$ cat src/rtl/mem_port_arbiter.sv
// ----------------------------------------------------------------------------
// mem_port_arbiter
//   Two-requester arbiter/sequencer in front of one single-port, synchronous-
//   read word memory (address/data/strobes sampled at posedge Clk, read data
//   registered by the memory at that same edge). Port 0 is instruction fetch,
//   port 1 is load/store. Accesses are serialised through a three-state
//   sequence IDLE -> ACCESS -> RESP, one cycle each, so at most one access
//   completes every three cycles. Each completion is signalled by a one-cycle
//   ack pulse on the owning port.
//
//   Configuration macro:
//     ARB_ROUND_ROBIN_EN  defined   : round-robin between the ports. A 1-bit
//                                     pointer names the preferred port and is
//                                     set to the other port on every RESP.
//                         undefined : fixed priority, port1 beats port0.
//
//   Ports:
//     Clk, Rst_n                 clock, asynchronous active-low reset
//     req0/we0/addr0/wdata0      port0 request, write enable, byte address, data
//     ack0/rdata0                port0 completion pulse and read data
//     req1/we1/addr1/wdata1      port1 request (same meaning as port0)
//     ack1/rdata1                port1 completion pulse and read data
//     mem_addr/mem_wdata         to memory Address / writeData (unmodified)
//     mem_read/mem_write         to memory MemRead / MemWrite
//     mem_rdata                  from memory ReadData
//     busy                       high while in ACCESS or RESP
//     grant_id                   port owning the current / last transaction
//
//   The companion module mem_port_arbiter_chk holds protocol assertions.
// ----------------------------------------------------------------------------
module mem_port_arbiter #(
    parameter int DW = 32,
    parameter int AW = 32
) (
    input  logic          Clk,
    input  logic          Rst_n,
    input  logic          req0,
    input  logic          we0,
    input  logic [AW-1:0] addr0,
    input  logic [DW-1:0] wdata0,
    output logic          ack0,
    output logic [DW-1:0] rdata0,
    input  logic          req1,
    input  logic          we1,
    input  logic [AW-1:0] addr1,
    input  logic [DW-1:0] wdata1,
    output logic          ack1,
    output logic [DW-1:0] rdata1,
    output logic [AW-1:0] mem_addr,
    output logic [DW-1:0] mem_wdata,
    output logic          mem_read,
    output logic          mem_write,
    input  logic [DW-1:0] mem_rdata,
    output logic          busy,
    output logic          grant_id
);

    localparam logic [1:0] ST_IDLE   = 2'd0;
    localparam logic [1:0] ST_ACCESS = 2'd1;
    localparam logic [1:0] ST_RESP   = 2'd2;

    logic [1:0]    state_r;
    logic [1:0]    state_nxt_s;
    logic          cmd_we_r;
    logic          grant_id_r;
    logic [AW-1:0] mem_addr_r;
    logic [DW-1:0] mem_wdata_r;
    logic          mem_read_r;
    logic          mem_write_r;
    logic          busy_r;
    logic          ack0_r;
    logic          ack1_r;
    logic [DW-1:0] rdata0_r;
    logic [DW-1:0] rdata1_r;
    logic [DW-1:0] rdata0_s;
    logic [DW-1:0] rdata1_s;

    logic          any_req_s;
    logic          win_id_s;
    logic          win_we_s;
    logic [AW-1:0] win_addr_s;
    logic [DW-1:0] win_wdata_s;

    assign any_req_s = req0 | req1;

`ifdef ARB_ROUND_ROBIN_EN
    // Port preferred on the next contended grant; 0 after reset so port0 goes first.
    logic rr_ptr_r;

    // Round-robin winner: pointer decides only when both ports request.
    always_comb begin
        win_id_s = 1'b0;
        if (req0 && req1) begin
            win_id_s = rr_ptr_r;
        end else if (req1) begin
            win_id_s = 1'b1;
        end else begin
            win_id_s = 1'b0;
        end
    end

    // Pointer moves to the port that did not own the transaction just completed.
    always_ff @(posedge Clk or negedge Rst_n) begin
        if (!Rst_n) begin
            rr_ptr_r <= 1'b0;
        end else if (state_r == ST_RESP) begin
            rr_ptr_r <= ~grant_id_r;
        end else begin
            rr_ptr_r <= rr_ptr_r;
        end
    end
`else
    // Fixed-priority winner: port1 always beats port0.
    always_comb begin
        win_id_s = 1'b0;
        if (req1) begin
            win_id_s = 1'b1;
        end else begin
            win_id_s = 1'b0;
        end
    end
`endif

    // Command fields of the winning port.
    always_comb begin
        win_we_s    = we0;
        win_addr_s  = addr0;
        win_wdata_s = wdata0;
        if (win_id_s) begin
            win_we_s    = we1;
            win_addr_s  = addr1;
            win_wdata_s = wdata1;
        end else begin
            win_we_s    = we0;
            win_addr_s  = addr0;
            win_wdata_s = wdata0;
        end
    end

    // Next-state logic for the IDLE -> ACCESS -> RESP sequence.
    always_comb begin
        state_nxt_s = ST_IDLE;
        case (state_r)
            ST_IDLE: begin
                if (any_req_s) begin
                    state_nxt_s = ST_ACCESS;
                end else begin
                    state_nxt_s = ST_IDLE;
                end
            end
            ST_ACCESS: state_nxt_s = ST_RESP;
            ST_RESP:   state_nxt_s = ST_IDLE;
            default:   state_nxt_s = ST_IDLE;
        endcase
    end

    // State register.
    always_ff @(posedge Clk or negedge Rst_n) begin
        if (!Rst_n) begin
            state_r <= ST_IDLE;
        end else begin
            state_r <= state_nxt_s;
        end
    end

    // Command latch and memory-side strobes: the command is captured at the
    // grant edge so the memory sees it for the whole ACCESS cycle and samples
    // it at the edge closing ACCESS. Address/data are held afterwards.
    always_ff @(posedge Clk or negedge Rst_n) begin
        if (!Rst_n) begin
            cmd_we_r    <= 1'b0;
            grant_id_r  <= 1'b0;
            mem_addr_r  <= {AW{1'b0}};
            mem_wdata_r <= {DW{1'b0}};
            mem_read_r  <= 1'b0;
            mem_write_r <= 1'b0;
        end else begin
            case (state_r)
                ST_IDLE: begin
                    if (any_req_s) begin
                        cmd_we_r    <= win_we_s;
                        grant_id_r  <= win_id_s;
                        mem_addr_r  <= win_addr_s;
                        mem_wdata_r <= win_wdata_s;
                        mem_read_r  <= ~win_we_s;
                        mem_write_r <= win_we_s;
                    end else begin
                        mem_read_r  <= 1'b0;
                        mem_write_r <= 1'b0;
                    end
                end
                default: begin
                    mem_read_r  <= 1'b0;
                    mem_write_r <= 1'b0;
                end
            endcase
        end
    end

    // Requester-side handshake: busy spans ACCESS and RESP, the ack of the
    // owning port is high exactly for the RESP cycle.
    always_ff @(posedge Clk or negedge Rst_n) begin
        if (!Rst_n) begin
            busy_r <= 1'b0;
            ack0_r <= 1'b0;
            ack1_r <= 1'b0;
        end else begin
            busy_r <= (state_nxt_s == ST_ACCESS) || (state_nxt_s == ST_RESP);
            ack0_r <= (state_r == ST_ACCESS) && !grant_id_r;
            ack1_r <= (state_r == ST_ACCESS) &&  grant_id_r;
        end
    end

    // Read-data hold registers: after the ack cycle of a read, the owning
    // port keeps the word it was handed; writes leave it untouched.
    always_ff @(posedge Clk or negedge Rst_n) begin
        if (!Rst_n) begin
            rdata0_r <= {DW{1'b0}};
            rdata1_r <= {DW{1'b0}};
        end else if ((state_r == ST_RESP) && !cmd_we_r) begin
            if (grant_id_r) begin
                rdata1_r <= mem_rdata;
            end else begin
                rdata0_r <= mem_rdata;
            end
        end else begin
            rdata0_r <= rdata0_r;
            rdata1_r <= rdata1_r;
        end
    end

    // The memory registers ReadData at the edge closing ACCESS, so the word
    // only exists during RESP; forward it straight to the owning port there.
    always_comb begin
        rdata0_s = rdata0_r;
        rdata1_s = rdata1_r;
        if ((state_r == ST_RESP) && !cmd_we_r) begin
            if (grant_id_r) begin
                rdata1_s = mem_rdata;
            end else begin
                rdata0_s = mem_rdata;
            end
        end else begin
            rdata0_s = rdata0_r;
            rdata1_s = rdata1_r;
        end
    end

    assign ack0      = ack0_r;
    assign ack1      = ack1_r;
    assign rdata0    = rdata0_s;
    assign rdata1    = rdata1_s;
    assign mem_addr  = mem_addr_r;
    assign mem_wdata = mem_wdata_r;
    assign mem_read  = mem_read_r;
    assign mem_write = mem_write_r;
    assign busy      = busy_r;
    assign grant_id  = grant_id_r;

endmodule

$ cat config.mk
export PLATFORM = sky130hd
export DESIGN_NAME = mem_port_arbiter
export DESIGN_NICKNAME = d
export VERILOG_FILES = /design/src/rtl/mem_port_arbiter.sv
export SDC_FILE = /design/constraint.sdc
export NUM_CORES = 1
export LEC_CHECK = 0
export ABC_AREA = 1
export CAP_MARGIN = 20
export CORE_ASPECT_RATIO = 0.6
export CORE_MARGIN = 4
export CORE_UTILIZATION = 42
export DETAILED_ROUTE_END_ITERATION = 8
export PLACE_DENSITY = 0.88
export SLEW_MARGIN = 40
export SYNTH_ARGS = -nofsm -noshare
export SYNTH_HDL_FRONTEND = slang
export SYNTH_SLANG_ARGS = --single-unit
$ cat constraint.sdc
create_clock -name Clk -period 1.9 [get_ports Clk]
set_input_delay 0.38 -clock Clk [delete_from_list [all_inputs] [get_ports Clk]]
set_output_delay 0.38 -clock Clk [all_outputs]
set_load 0.01 [all_outputs]
; Word level (Yosys, flattened, before mapping)
; Index checks and enable logic that the tools add are counted.
[op_classes]
eq_ne = 4
n_mux = 14
bitwise_logic = 2
n_reduce_logical = 8
[op_table]
columns = operator, count
row1 = two-way mux 32 bit, 6
row2 = two-way mux 1 bit, 7
row3 = "== test 2 x 1 -> 1 bit, second input constant", 2
row4 = "== test 2 bit, second input constant", 2
row5 = one-hot mux 2 bit (2 select lines), 1
row6 = logical AND 1 bit, 3
row7 = logical NOT 1 bit, 2
row8 = logical NOT 2 bit, 1
row9 = AND reduction 2 bit, 1
row10 = logical OR 1 bit, 1
row11 = inverter 1 bit, 1
row12 = bitwise OR 1 bit, 1
[word_totals]
ff_bits = 137
inputBits = 166
output_inout_bits = 134
elab_cells = 40

; Depth between registers and ports, before layout
; Gate-level depths: netlist of run 1.
[logic_depth]
depth_word = 5
ltp_mapped = 7
ltp_nobuf = 5

; Worst setup path after synthesis of run 1
; No wires, ideal clock.
[synth_timing]
path_type = register to output
start = register state_r[1]
end = output port rdata0[12]
arrival_time_ns = 1.133
t_required_ns = 1.520
path_slack_ns = 0.387
path_stages_with_launch = 7
n_path_buf = 1
path_cell_list = dfrtp_1 -> inv_1 -> nor2_1 -> nand2_1 -> clkbuf_1 -> nand2_1 -> nand2_1
[synth_between]
elab_chain_cells = 3
[synth_rtl]
columns = item, line_no
row1 = "start, declared", 62  ; logic [1:0] state_r;
row2 = "start signal, assigned", 162  ; state_r <= state_nxt_s;
row3 = == test 2 bit, 237  ; if ((state_r == ST_RESP) && !cmd_we_r) begin
row4 = logical AND 1 bit, 237
row5 = two-way mux 32 bit, -
row6 = "end, declared", 42  ; output logic [DW-1:0] rdata0,
; No other way between the ends.

; Worst setup path in the final report of run 1
[layout_timing]
start = register state_r[1]
end = output port rdata0[30]
; Same word-level chain as after synthesis.

==> results of run 1 <==
==> registers in the layout (all words and copies together), names as in the netlist <==
register,cells
mem_read,1
cmd_we_r,1
busy,1
mem_wdata,32
grant_id,1
ack0,1
state_r,2
mem_addr,32
rdata1_r,32
ack1,1
mem_write,1
rdata0_r,32
==> synth_stat cells <==
| cell | instances |
|---|---|
| sky130_fd_sc_hd__buf_1 | 1 |
| sky130_fd_sc_hd__inv_1 | 5 |
| sky130_fd_sc_hd__dfrtp_1 | 137 |
| sky130_fd_sc_hd__nor2_2 | 1 |
| sky130_fd_sc_hd__buf_2 | 38 |
| sky130_fd_sc_hd__nand2_1 | 784 |
| sky130_fd_sc_hd__buf_4 | 2 |
| sky130_fd_sc_hd__inv_2 | 2 |
| sky130_fd_sc_hd__nor2_1 | 7 |
| sky130_fd_sc_hd__clkbuf_1 | 13 |
==> cells in the final DEF (no fill, tap or decap), drive strengths merged, types with 2 or more instances in the layout <==
| master | count |
|---|---|
| buf | 149 |
| bufinv | 4 |
| clkbuf | 27 |
| clkdlybuf4s50 | 232 |
| clkinv | 2 |
| clkinvlp | 3 |
| dfrtp | 137 |
| inv | 11 |
| nand2 | 785 |
| nor2 | 8 |
==> power by group <==
group	switching, mW	internal, mW
combinational	6.08	5.99
sequential	0.990	4.26
clock	1.32	2.22
==> final cells by class <==
type                    count  area share
clock buffers              19      0.0361
diodes                      1    0.000208
repair buffers            391       0.345
clock inverters            13      0.0159
multi-input cells         793       0.293
well taps                 203      0.0212
inverters                   7     0.00240
flip-flops and latches    137       0.286
==> kinds of logic after synthesis <==
| kind of cell | Yosys count | share of synthesized area |
|---|---|---|
| buffers and inverters | 61 | 0.0425 |
| flip-flops | 137 | 0.513 |
| AND/OR/NAND/NOR | 792 | 0.445 |
==> metrics by stage <==
stage | setup WS [ps] | cells | hold WS [ps]
CTS | -224 | 1515 | 274
global route | -325 | 1564 | 338
detailed placement | -207 | 1477 | 352
global placement | -223 | 1477 | 351
finish | -257 | 1564 | 328
floorplan | 387 | 990 | 84.4
==> per-layer routing <==
metal	wire (um)	track usage	up-vias
li1	-	-	3678
met1	10400	0.310	3778
met2	13500	0.415	519
met3	2810	0.0712	142
met4	1390	0.0797	0
met5	0	0	-
==> path summary, 6_finish.rpt <==
path                             start           end  slack, ps  cells after the start
hold reg to reg            mem_addr[6]   mem_addr[6]        480                      2
setup / recovery            state_r[1]    rdata0[30]       -260                      7
min in group asynchronous        Rst_n   rdata0_r[3]        500                      2
setup reg to reg            state_r[1]  rdata0_r[26]        310                      8
hold / removal                    req1      grant_id        330                      3
max in group asynchronous        Rst_n  rdata1_r[18]        730                      3
==> what timing repair did <==
item	CTS	global route
pin swaps	2	53
endpoints found under the setup margin	65	64
hold endpoints to repair	42	0
hold buffers	1	0
cloned	2	13
gates resized for setup	282	211
setup buffers	3	35
==> critical path: stages (launching register included) <==
cell                        delay, ps
sky130_fd_sc_hd__dfrtp_1          420
sky130_fd_sc_hd__inv_2             80
sky130_fd_sc_hd__nor2_4           220
sky130_fd_sc_hd__nand2_8          150
sky130_fd_sc_hd__clkbuf_16        210
sky130_fd_sc_hd__nand2_2           80
sky130_fd_sc_hd__nand2_2           70
sky130_fd_sc_hd__buf_6            130
==> reports/qor_table.md, run 1 <==
| Item | Reported | Unit |
|---|---|---|
| Share of the cycle needed by the critical path after routing | 1.14 | - |
| Overall die width | 171 | um |
| Area occupied by registers | 3430 | um2 |
| Pwr/cell area | 1740 | nW/um2 |
| Post-synth net total | 1156 | - |
| Placed cell area | 10200 | um2 |
| Multi-input combinational cell area | 3520 | um2 |
| Total via count after detailed routing | 8117 | - |
| Vias in the first global route | 7339 | - |
| Maximum fanout along the worst path | 8 | - |
| Y dimension of the die | 106 | um |
| Remaining max-slew budget at the tightest pin | 0.676 | - |
| Count of state elements after synthesis | 137 | - |
| Utilization after layout | 0.777 | - |
| Tot GR Track Use | 0.248 | - |
| Critical path data required time | 1520 | ps |
| Max H-tree Level | 4 | - |
| DR iter-0 viols | 671 | - |
| Routed wire length | 28.1 | mm |
| Crit start category | flip-flop | - |
| Number of unique standard cell types used by synthesis | 10 | - |
| First-pass GRT wire length | 36.1 | mm |
| Area Growth Syn to Fin | 79.5 | % |
| Clock latency at the later pin of the worst-skew pair | 420 | ps |
| Number of antenna violations at the first check in global routing | 1 | - |
| Skew final | 15.8 | ps |
| Library cell occupying the most area in the post-synthesis netlist | sky130_fd_sc_hd__dfrtp_1 | - |
| Layout cell share with drive strength beyond 1 | 0.235 | - |
| Area of the die | 18100 | um2 |
| Last weighted congestion value of the routability-driven placer | 0.837 | - |
| Arrival time worst endpoint | 1780 | ps |
| Drc violations | 0 | - |
| Placement Rows | 35 | - |
| Measured slew at the worst slew-check pin | 486 | ps |
| Cell chosen for the clock root | sky130_fd_sc_hd__clkbuf_16 | - |
| # setup viols final | 64 | - |
| Final WS setup | -257 | ps |
| Buffers added on ports | 299 | - |
| Leftover overflow at the end of global routing | 0 | - |
| Number of max-cap violations | 0 | - |
| Failing checks | negative setup slack | - |
| Setup TNS Final | -13290 | ps |
| Clock period minus final worst setup slack | 2160 | ps |
| Class of the worst hold path | input pin to flip-flop | - |
| WS Path Type | flip-flop to output pin | - |
| Routed vias/inst | 5.19 | - |
| Unrepaired setup endpoints after global routing | yes | - |
| Number of pins exceeding their max-slew limit in the final report | 0 | - |
| Maximum clock frequency | 464 | MHz |
| Max IR drop VDD | 0.000969 | V |
| Post-DP HPWL | 15.9 | mm |
| I/O pin total | 300 | - |
| Number of hold violations in the final report | 0 | - |
| Portion of synthesized cell area occupied by the leading cell type | 0.513 | - |
| Largest cells by area after synthesis | sky130_fd_sc_hd__dfrtp_1 (51%), sky130_fd_sc_hd__nand2_1 (44%), sky130_fd_sc_hd__buf_2 (2.8%), sky130_fd_sc_hd__clkbuf_1 (0.73%), sky130_fd_sc_hd__nor2_1 (0.39%) | - |
| Post-synthesis average cell area | 6.76 | um2 |
| Drt first pass iters | 5 | - |
| Per-cell routed wire length | 18.0 | um |
| Placeable Area | 15500 | um2 |
| P_leak | 6.29 | nW |
| Sequential fraction of the synthesis area | 0.513 | - |
| Initial core utilization | 0.433 | - |
| Number of cells produced by synthesis | 990 | - |
| TritonCTS Sinks | 137 | - |
| Maximum number of pins on one net before global-route repair | 69 | - |
| Cell Area, Synth | 6690 | um2 |
| Post-layout power | 20.9 | mW |
| Clock transition at the register clock pins on the worst setup and hold paths after CTS | 60 | ps |
| Fillers | 1005 | - |
| CTS tree | yes | - |
| Fin nets | 1513 | - |
| Yosys warnings | 0 | - |
| Number of buffers created by CTS | 17 | - |
| Maximum clock path buffer count | 2 | - |
| Antenna Nets Post-Route | 0 | - |
| Category of the worst setup path capture point | output pin | - |
| Outcome | finished, violations left | - |
| Final standard cell area without fillers | 12000 | um2 |
Power figures use the tool's default switching activity.
==> run 2: changes to the inputs <==
Settings changed: CORE_UTILIZATION 42 to 35, PLACE_DENSITY 0.88 to 0.76.
==> run 2 against run 1 <==
The run still ends with negative setup slack left. Clock skew is 3.9 ps lower. Utilization down 15 points. Non-clock buffer count decreased by 27. Via count decreased by 9.3%. Global-route usage decreased by 3.7 points. Worst setup slack gained 41 ps.
==> reports/qor_table.md, run 2 (synthesis gave the netlist of run 1 again) <==
| Item | Reported | Unit | Change |
|---|---|---|---|
| Crit start category | flip-flop | - |  |
| # setup viols final | 64 | - | unchanged |
| Vias in the first global route | 7228 | - | -1.5% |
| Setup TNS Final | -10180 | ps | +3100 ps |
| Tot GR Track Use | 0.211 | - | -0.0368 |
| Post-layout power | 18.9 | mW | -9.4% |
| Drt first pass iters | 5 | - | unchanged |
| R2R cell count | 8 | - | unchanged |
| Last weighted congestion value of the routability-driven placer | 0.838 | - | about the same |
| Remaining max-slew budget at the tightest pin | 0.733 | - | +0.0577 |
| Clock period minus final worst setup slack | 2120 | ps | -41.3 ps |
| Routed vias/inst | 4.69 | - | -9.7% |
| Cell chosen for the clock root | sky130_fd_sc_hd__clkbuf_16 | - |  |
| Final standard cell area without fillers | 11500 | um2 | -4.4% |
| Worst reg2reg setup slack | 450 | ps | +140 ps |
| Number of pins exceeding their max-slew limit in the final report | 0 | - | unchanged |
| Class of the worst hold path | input pin to flip-flop | - |  |
| WS Path Type | flip-flop to output pin | - |  |
| Number of antenna violations at the first check in global routing | 0 | - | -1 |
| Most used cells in the layout excluding fill and tap cells | sky130_fd_sc_hd__nand2_1 (698), sky130_fd_sc_hd__clkdlybuf4s50_1 (232), sky130_fd_sc_hd__dfrtp_1 (136) | - |  |
| Number of buffers created by CTS | 17 | - | unchanged |
| Instance count along the most critical hold path | 3 | - | unchanged |
| CTS tree | yes | - |  |
| Antenna Nets Post-Route | 0 | - | unchanged |
| Unrepaired setup endpoints after global routing | yes | - |  |
| Hold worst-path end | grant_id | - |  |
| Leftover overflow at the end of global routing | 0 | - | unchanged |
| Count of placed standard cells including taps | 1518 | - | +2.8% |
| Drc violations | 0 | - | unchanged |
| Skew final | 11.9 | ps | -3.91 ps |
| Met2 wirelength from detailed routing | 11.0 | mm | -19% |
| Failing checks | negative setup slack | - |  |
| Post-DP HPWL | 15.7 | mm | -1.7% |
| Initial core utilization | 0.363 | - | -0.0692 |
| Maximum clock frequency | 473 | MHz | +2.0% |
| Antenna cell count | 0 | - | -1 |
| Routed wire length | 23.4 | mm | -17% |
| Measured slew at the worst slew-check pin | 400 | ps | -86.5 ps |
| First-pass GRT wire length | 37.0 | mm | +2.4% |
| Outcome | finished, violations left | - |  |
| Commonest non-fill, non-tap cell in the layout | sky130_fd_sc_hd__nand2_1 | - |  |
| Share of the cycle needed by the critical path after routing | 1.11 | - | -0.0217 |
| Post-Route M1 WL | 10.3 | mm | -1.4% |
| P_leak | 6.12 | nW | -2.7% |
| Maximum number of pins on one net before global-route repair | 66 | - | -4.3% |
| Area Growth Syn to Fin | 71.7 | % |  |
| Max H-tree Level | 4 | - | unchanged |
| Final Instance Count excl. Fillers | 1571 | - | +0.45% |
| Pwr/cell area | 1650 | nW/um2 | -5.3% |
| Buffers added on ports | 299 | - | unchanged |
| Y dimension of the die | 115 | um | +8.8% |
| Critical R2R Launch | state_r[1] | - |  |
| Detailed-routed wire length on met3 | 1.92 | mm | -32% |
| TritonCTS Sinks | 137 | - | unchanged |
| Final WS setup | -216 | ps | +41.3 ps |
| Category of the worst setup path capture point | output pin | - |  |
| DR iter-0 viols | 466 | - | -31% |
| Max IR drop VDD | 0.000900 | V | -7.1% |
| Critical path data required time | 1520 | ps | about the same |
| Maximum fanout along the worst path | 6 | - | -2 |
| Highest metal layer used by the detailed router | met4 | - |  |
| Total via count after detailed routing | 7365 | - | -9.3% |
| Min Hold Slack | 286 | ps | -42.8 ps |
| Placeable Area | 18400 | um2 | +19% |
| Area of the die | 21500 | um2 | +19% |
| Placement Rows | 38 | - | +8.6% |
| Number of hold violations in the final report | 0 | - | unchanged |
| Critical R2R Capture | rdata1_r[21] | - |  |
| Number of max-cap violations | 0 | - | unchanged |
| Placed cell area | 10200 | um2 | +0.63% |
| I/O pin total | 300 | - | unchanged |
| Clock latency at the later pin of the worst-skew pair | 410 | ps | about the same |
| Fin nets | 1485 | - | -1.9% |
| Clock transition at the register clock pins on the worst setup and hold paths after CTS | 60 | ps | about the same |
| Layout cell share with drive strength beyond 1 | 0.190 | - | -0.0445 |
| Maximum clock path buffer count | 2 | - | unchanged |
| Arrival time worst endpoint | 1740 | ps | -40 ps |
| Overall die width | 186 | um | +9.1% |
| Hold Startpoint | req1 | - |  |
| Per-cell routed wire length | 14.9 | um | -17% |
## run 2: changes by cell type in the layout (fill, tap and decap cells not counted), moves of 2 or more
cell and delta:
sky130_fd_sc_hd__clkinvlp_4 -2, sky130_fd_sc_hd__nand2_2 -15, sky130_fd_sc_hd__nand2_4 -22, sky130_fd_sc_hd__buf_2 +9, sky130_fd_sc_hd__clkinv_4 +4, sky130_fd_sc_hd__clkbuf_16 -6
sky130_fd_sc_hd__buf_6 -13, sky130_fd_sc_hd__buf_4 -20, sky130_fd_sc_hd__nand2_1 +36
## run 2: worst max-delay path by stage
| stage | start | to | cells after the start |
|---|---|---|---|
| 3_5_place_dp | mem_rdata[30] | rdata1[30] | 6 |
| 6_report | state_r[0] | rdata1[19] | 9 |
| 3_3_place_gp | mem_rdata[30] | rdata0[30] | 6 |
| 2_1_floorplan | state_r[1] | rdata0[12] | 6 |
| 5_1_grt | state_r[0] | rdata1[19] | 9 |
| 4_1_cts | state_r[0] | rdata0[28] | 9 |
## run 2: layout make-up
type                    count  area [um2]
fillers                  1575        6920
repair buffers            364        3800
flip-flops and latches    137        3430
multi-input cells         792        3310
clock buffers              19         443
well taps                 240         300
clock inverters            12         168
inverters                   7        26.3
## run 2: worst max-delay path: stages (launching register included)
cell,delay (ps)
sky130_fd_sc_hd__dfrtp_1,390
sky130_fd_sc_hd__inv_2,70
sky130_fd_sc_hd__nand2_2,60
sky130_fd_sc_hd__nor2_4,130
sky130_fd_sc_hd__buf_12,130
sky130_fd_sc_hd__buf_12,130
sky130_fd_sc_hd__clkbuf_16,180
sky130_fd_sc_hd__nand2_2,60
sky130_fd_sc_hd__nand2_2,80
sky130_fd_sc_hd__buf_6,100
## run 2: metrics by stage
step | utilization | setup slack [ps]
detailed placement | 0.556 | -213
global placement | 0.556 | -220
finish | 0.624 | -216
CTS | 0.604 | -324
global route | 0.624 | -298
floorplan | - | 387
## run 2: routing by layer
metal	track usage	vias up
met4	0.0423	0
met1	0.275	3462
met3	0.0734	24
met2	0.347	264
met5	0	-
li1	-	3615
## run 2: power by group
group / leakage (nW) / switching [mW] / internal [mW]
Combinational: 4.11 / 5.33 / 5.15
Clock: 0.295 / 1.33 / 2.12
Sequential: 1.72 / 0.703 / 4.26
Total: 6.12 / 7.36 / 11.5
## run 2: repair_timing
action / in CTS / in global routing
pin swaps: 3 / 25
setup endpoints to repair: 65 / 64
endpoints found under the hold margin: 32 / 0
setup buffers: 8 / 11
resized for setup: 245 / 191
hold buffers: 1 / 0
gates cloned: 4 / 2
==> run 3: changes to the inputs <==
Settings changed: PLACE_DENSITY 0.76 to 0.79.
Clock period 1.9 ns to 1.86 ns, I/O delays scaled along.
==> run 3 against run 2 <==
The run still ends with negative setup slack left. Total power grew 4.9%. Largest cell class unchanged. Worst setup slack lost 27 ps. Global-route usage grew 0.94 points. Final area grew 2.2%. Register-to-register slack lost 200 ps. Combinational power grew 9.5%. Worst hold slack gained 110 ps. Wire length grew 6.3%. Via count grew 1.4%.
==> reports/qor_table.md, run 3 (synthesis gave the netlist of run 1 again) <==
| Item | Reported | Unit | Change |
|---|---|---|---|
| Outcome | finished, violations left | - |  |
| Failing checks | negative setup slack | - |  |
| WS Path Type | flip-flop to output pin | - |  |
| Routed wire length | 24.9 | mm | +6.3% |
| Initial core utilization | 0.363 | - | unchanged |
| Number of buffers created by CTS | 17 | - | unchanged |
| Number of antenna violations at the first check in global routing | 0 | - | unchanged |
| Largest stage delay on the critical path | 390 | ps | about the same |
| CP bufs+invs | 5 | - | unchanged |
| Leftover overflow at the end of global routing | 0 | - | unchanged |
| Antenna cell count | 0 | - | unchanged |
| Critical R2R Launch | state_r[1] | - |  |
| Max H-tree Level | 4 | - | unchanged |
| Arrival time worst endpoint | 1730 | ps | about the same |
| DR iter-0 viols | 503 | - | +7.9% |
| Vias in the first global route | 7389 | - | +2.2% |
| Last weighted congestion value of the routability-driven placer | 0.851 | - | +1.5% |
| Maximum clock frequency | 475 | MHz |  |
| Overall die width | 186 | um | unchanged |
| Utilization after layout | 0.637 | - | +0.0135 |
| Maximum fanout along the worst path | 6 | - | unchanged |
| Setup TNS Final | -11940 | ps | -1750 ps |
| Class of the worst hold path | input pin to async pin | - |  |
| Buffers added on ports | 299 | - | unchanged |
| Cell chosen for the clock root | sky130_fd_sc_hd__clkbuf_16 | - |  |
| Tot GR Track Use | 0.220 | - | +0.00938 |
| Multi-input combinational cell area | 3350 | um2 | +1.3% |
| Clock transition at the register clock pins on the worst setup and hold paths after CTS | 80 | ps | +20 ps |
| Commonest non-fill, non-tap cell in the layout | sky130_fd_sc_hd__nand2_1 | - |  |
| Final WS setup | -243 | ps | -27.3 ps |
| Clock latency at the later pin of the worst-skew pair | 420 | ps | about the same |
| Layout cell share with drive strength beyond 1 | 0.213 | - | +0.0224 |
| Count of placed standard cells including taps | 1522 | - | +0.26% |
| R2R cell count | 10 | - | +2 |
| Drt first pass iters | 5 | - | unchanged |
| Largest delay share family, worst path | buffers and inverters | - |  |
| Category of the worst setup path capture point | output pin | - |  |
| Area occupied by registers | 3430 | um2 | about the same |
| Remaining max-slew budget at the tightest pin | 0.559 | - | -0.175 |
| Total via count after detailed routing | 7467 | - | +1.4% |
| Critical R2R Capture | rdata0_r[15] | - |  |
| First-pass GRT wire length | 38.1 | mm | +2.8% |
| Unrepaired setup endpoints after global routing | yes | - |  |
| Max IR drop VDD | 0.000920 | V | +2.3% |
| Clock period minus final worst setup slack | 2100 | ps |  |
| Pwr/cell area | 1690 | nW/um2 | +2.7% |
| Post-DP HPWL | 16.4 | mm | +4.7% |
| Per-cell routed wire length | 15.6 | um | +4.4% |
| Placeable Area | 18400 | um2 | unchanged |
| Fin nets | 1513 | - | +1.9% |
| Series of cell instances along the critical path | inv_2 > nand2_2 > nor2_4 > buf_6 > buf_6 > buf_12 > nand2_2 > nand2_2 > buf_6 | - |  |
| Measured slew at the worst slew-check pin | 662 | ps | +262 ps |
| Crit start category | flip-flop | - |  |
| Placement Rows | 38 | - | unchanged |
| Fillers | 1529 | - | -2.9% |
| Antenna Nets Post-Route | 0 | - | unchanged |
| Number of cells on the critical path | 9 | - | unchanged |
| Final standard cell area without fillers | 11700 | um2 | +2.2% |
| P_leak | 6.32 | nW | +3.2% |
| CTS tree | yes | - |  |
| I/O pin total | 300 | - | unchanged |
| # setup viols final | 64 | - | unchanged |
| Area of the die | 21500 | um2 | unchanged |
| Area Growth Syn to Fin | 75.4 | % |  |
| CP endpoint | rdata1[18] | - |  |
| Placed cell area | 10200 | um2 | about the same |
| Most used cells in the layout excluding fill and tap cells | sky130_fd_sc_hd__nand2_1 (693), sky130_fd_sc_hd__clkdlybuf4s50_1 (232), sky130_fd_sc_hd__dfrtp_1 (135) | - |  |
| Drc violations | 0 | - | unchanged |
| Maximum clock path buffer count | 2 | - | unchanged |
| Number of max-cap violations | 0 | - | unchanged |
| Worst setup startpoint | state_r[0] | - |  |
| Critical path's slowest cell | sky130_fd_sc_hd__dfrtp_1 | - |  |
| Critical path data required time | 1490 | ps | -30 ps |
| Y dimension of the die | 115 | um | unchanged |
| Worst reg2reg setup slack | 250 | ps | -200 ps |
| Share of the cycle needed by the critical path after routing | 1.13 | - |  |
| Skew final | 16.5 | ps | +4.66 ps |
| TritonCTS Sinks | 137 | - | unchanged |
| Number of pins exceeding their max-slew limit in the final report | 0 | - | unchanged |
| Routed vias/inst | 4.67 | - | -0.45% |
| Maximum number of pins on one net before global-route repair | 68 | - | +3.0% |
| Final Instance Count excl. Fillers | 1600 | - | +1.8% |
| Min Hold Slack | 393 | ps | +107 ps |
| Number of hold violations in the final report | 0 | - | unchanged |
run 3: cell types whose count changed in the layout (fill, tap and decap cells not counted), moves of 5 or more:
cell and change:
sky130_fd_sc_hd__nand2_4 +8, sky130_fd_sc_hd__buf_4 +18, sky130_fd_sc_hd__nand2_1 -5, sky130_fd_sc_hd__buf_6 +6
run 3: stage by stage:
step           setup WS [ps]  total power [mW]
6_report                -243              19.8
4_1_cts                 -230              18.2
2_1_floorplan            355              9.15
5_1_grt                 -309              21.1
3_3_place_gp            -284              14.4
3_5_place_dp            -254              14.7
run 3: routing by layer:
metal / GRT usage / part of all wire
met1: 0.278 / 0.43
met2: 0.377 / 0.48
met3: 0.0728 / 0.081
met4: 0.0473 / 0.013
met5: 0 / 0
run 3: what timing repair did:
action,4_1_cts,5_1_grt
gates resized for setup,325,131
pin swaps,6,31
endpoints found under the hold margin,24,0
setup buffers,16,21
hold buffers,1,0
endpoints found under the setup margin,65,64
gates cloned,5,5
run 3: area by class of cell:
cell class / count / share of cell area
clock buffers: 18 / 0.0374
clock inverters: 14 / 0.0106
flip-flops and latches: 137 / 0.293
repair buffers: 392 / 0.345
well taps: 240 / 0.0256
inverters: 7 / 0.00245
multi-input cells: 792 / 0.286
run 3: how the worst min path moves through the flow:
stage | from | to | slack (ps) | cells past startpoint
after global routing | Rst_n | rdata1_r[9] | 400 | 2
after CTS | Rst_n | mem_addr[27] | 380 | 2
after floorplan | Rst_n | ack0 | 80 | 0
final | Rst_n | rdata1_r[9] | 390 | 2
after global placement | Rst_n | mem_addr[27] | 260 | 1
after detailed placement | Rst_n | mem_addr[27] | 260 | 1
run 3: power breakdown:
group | switching (mW) | total (mW) | internal, mW
clock | 1.45 | 3.24 | 1.80
sequential | 0.755 | 5.11 | 4.35
combinational | 5.78 | 11.5 | 5.70
total | 7.98 | 19.8 | 11.8
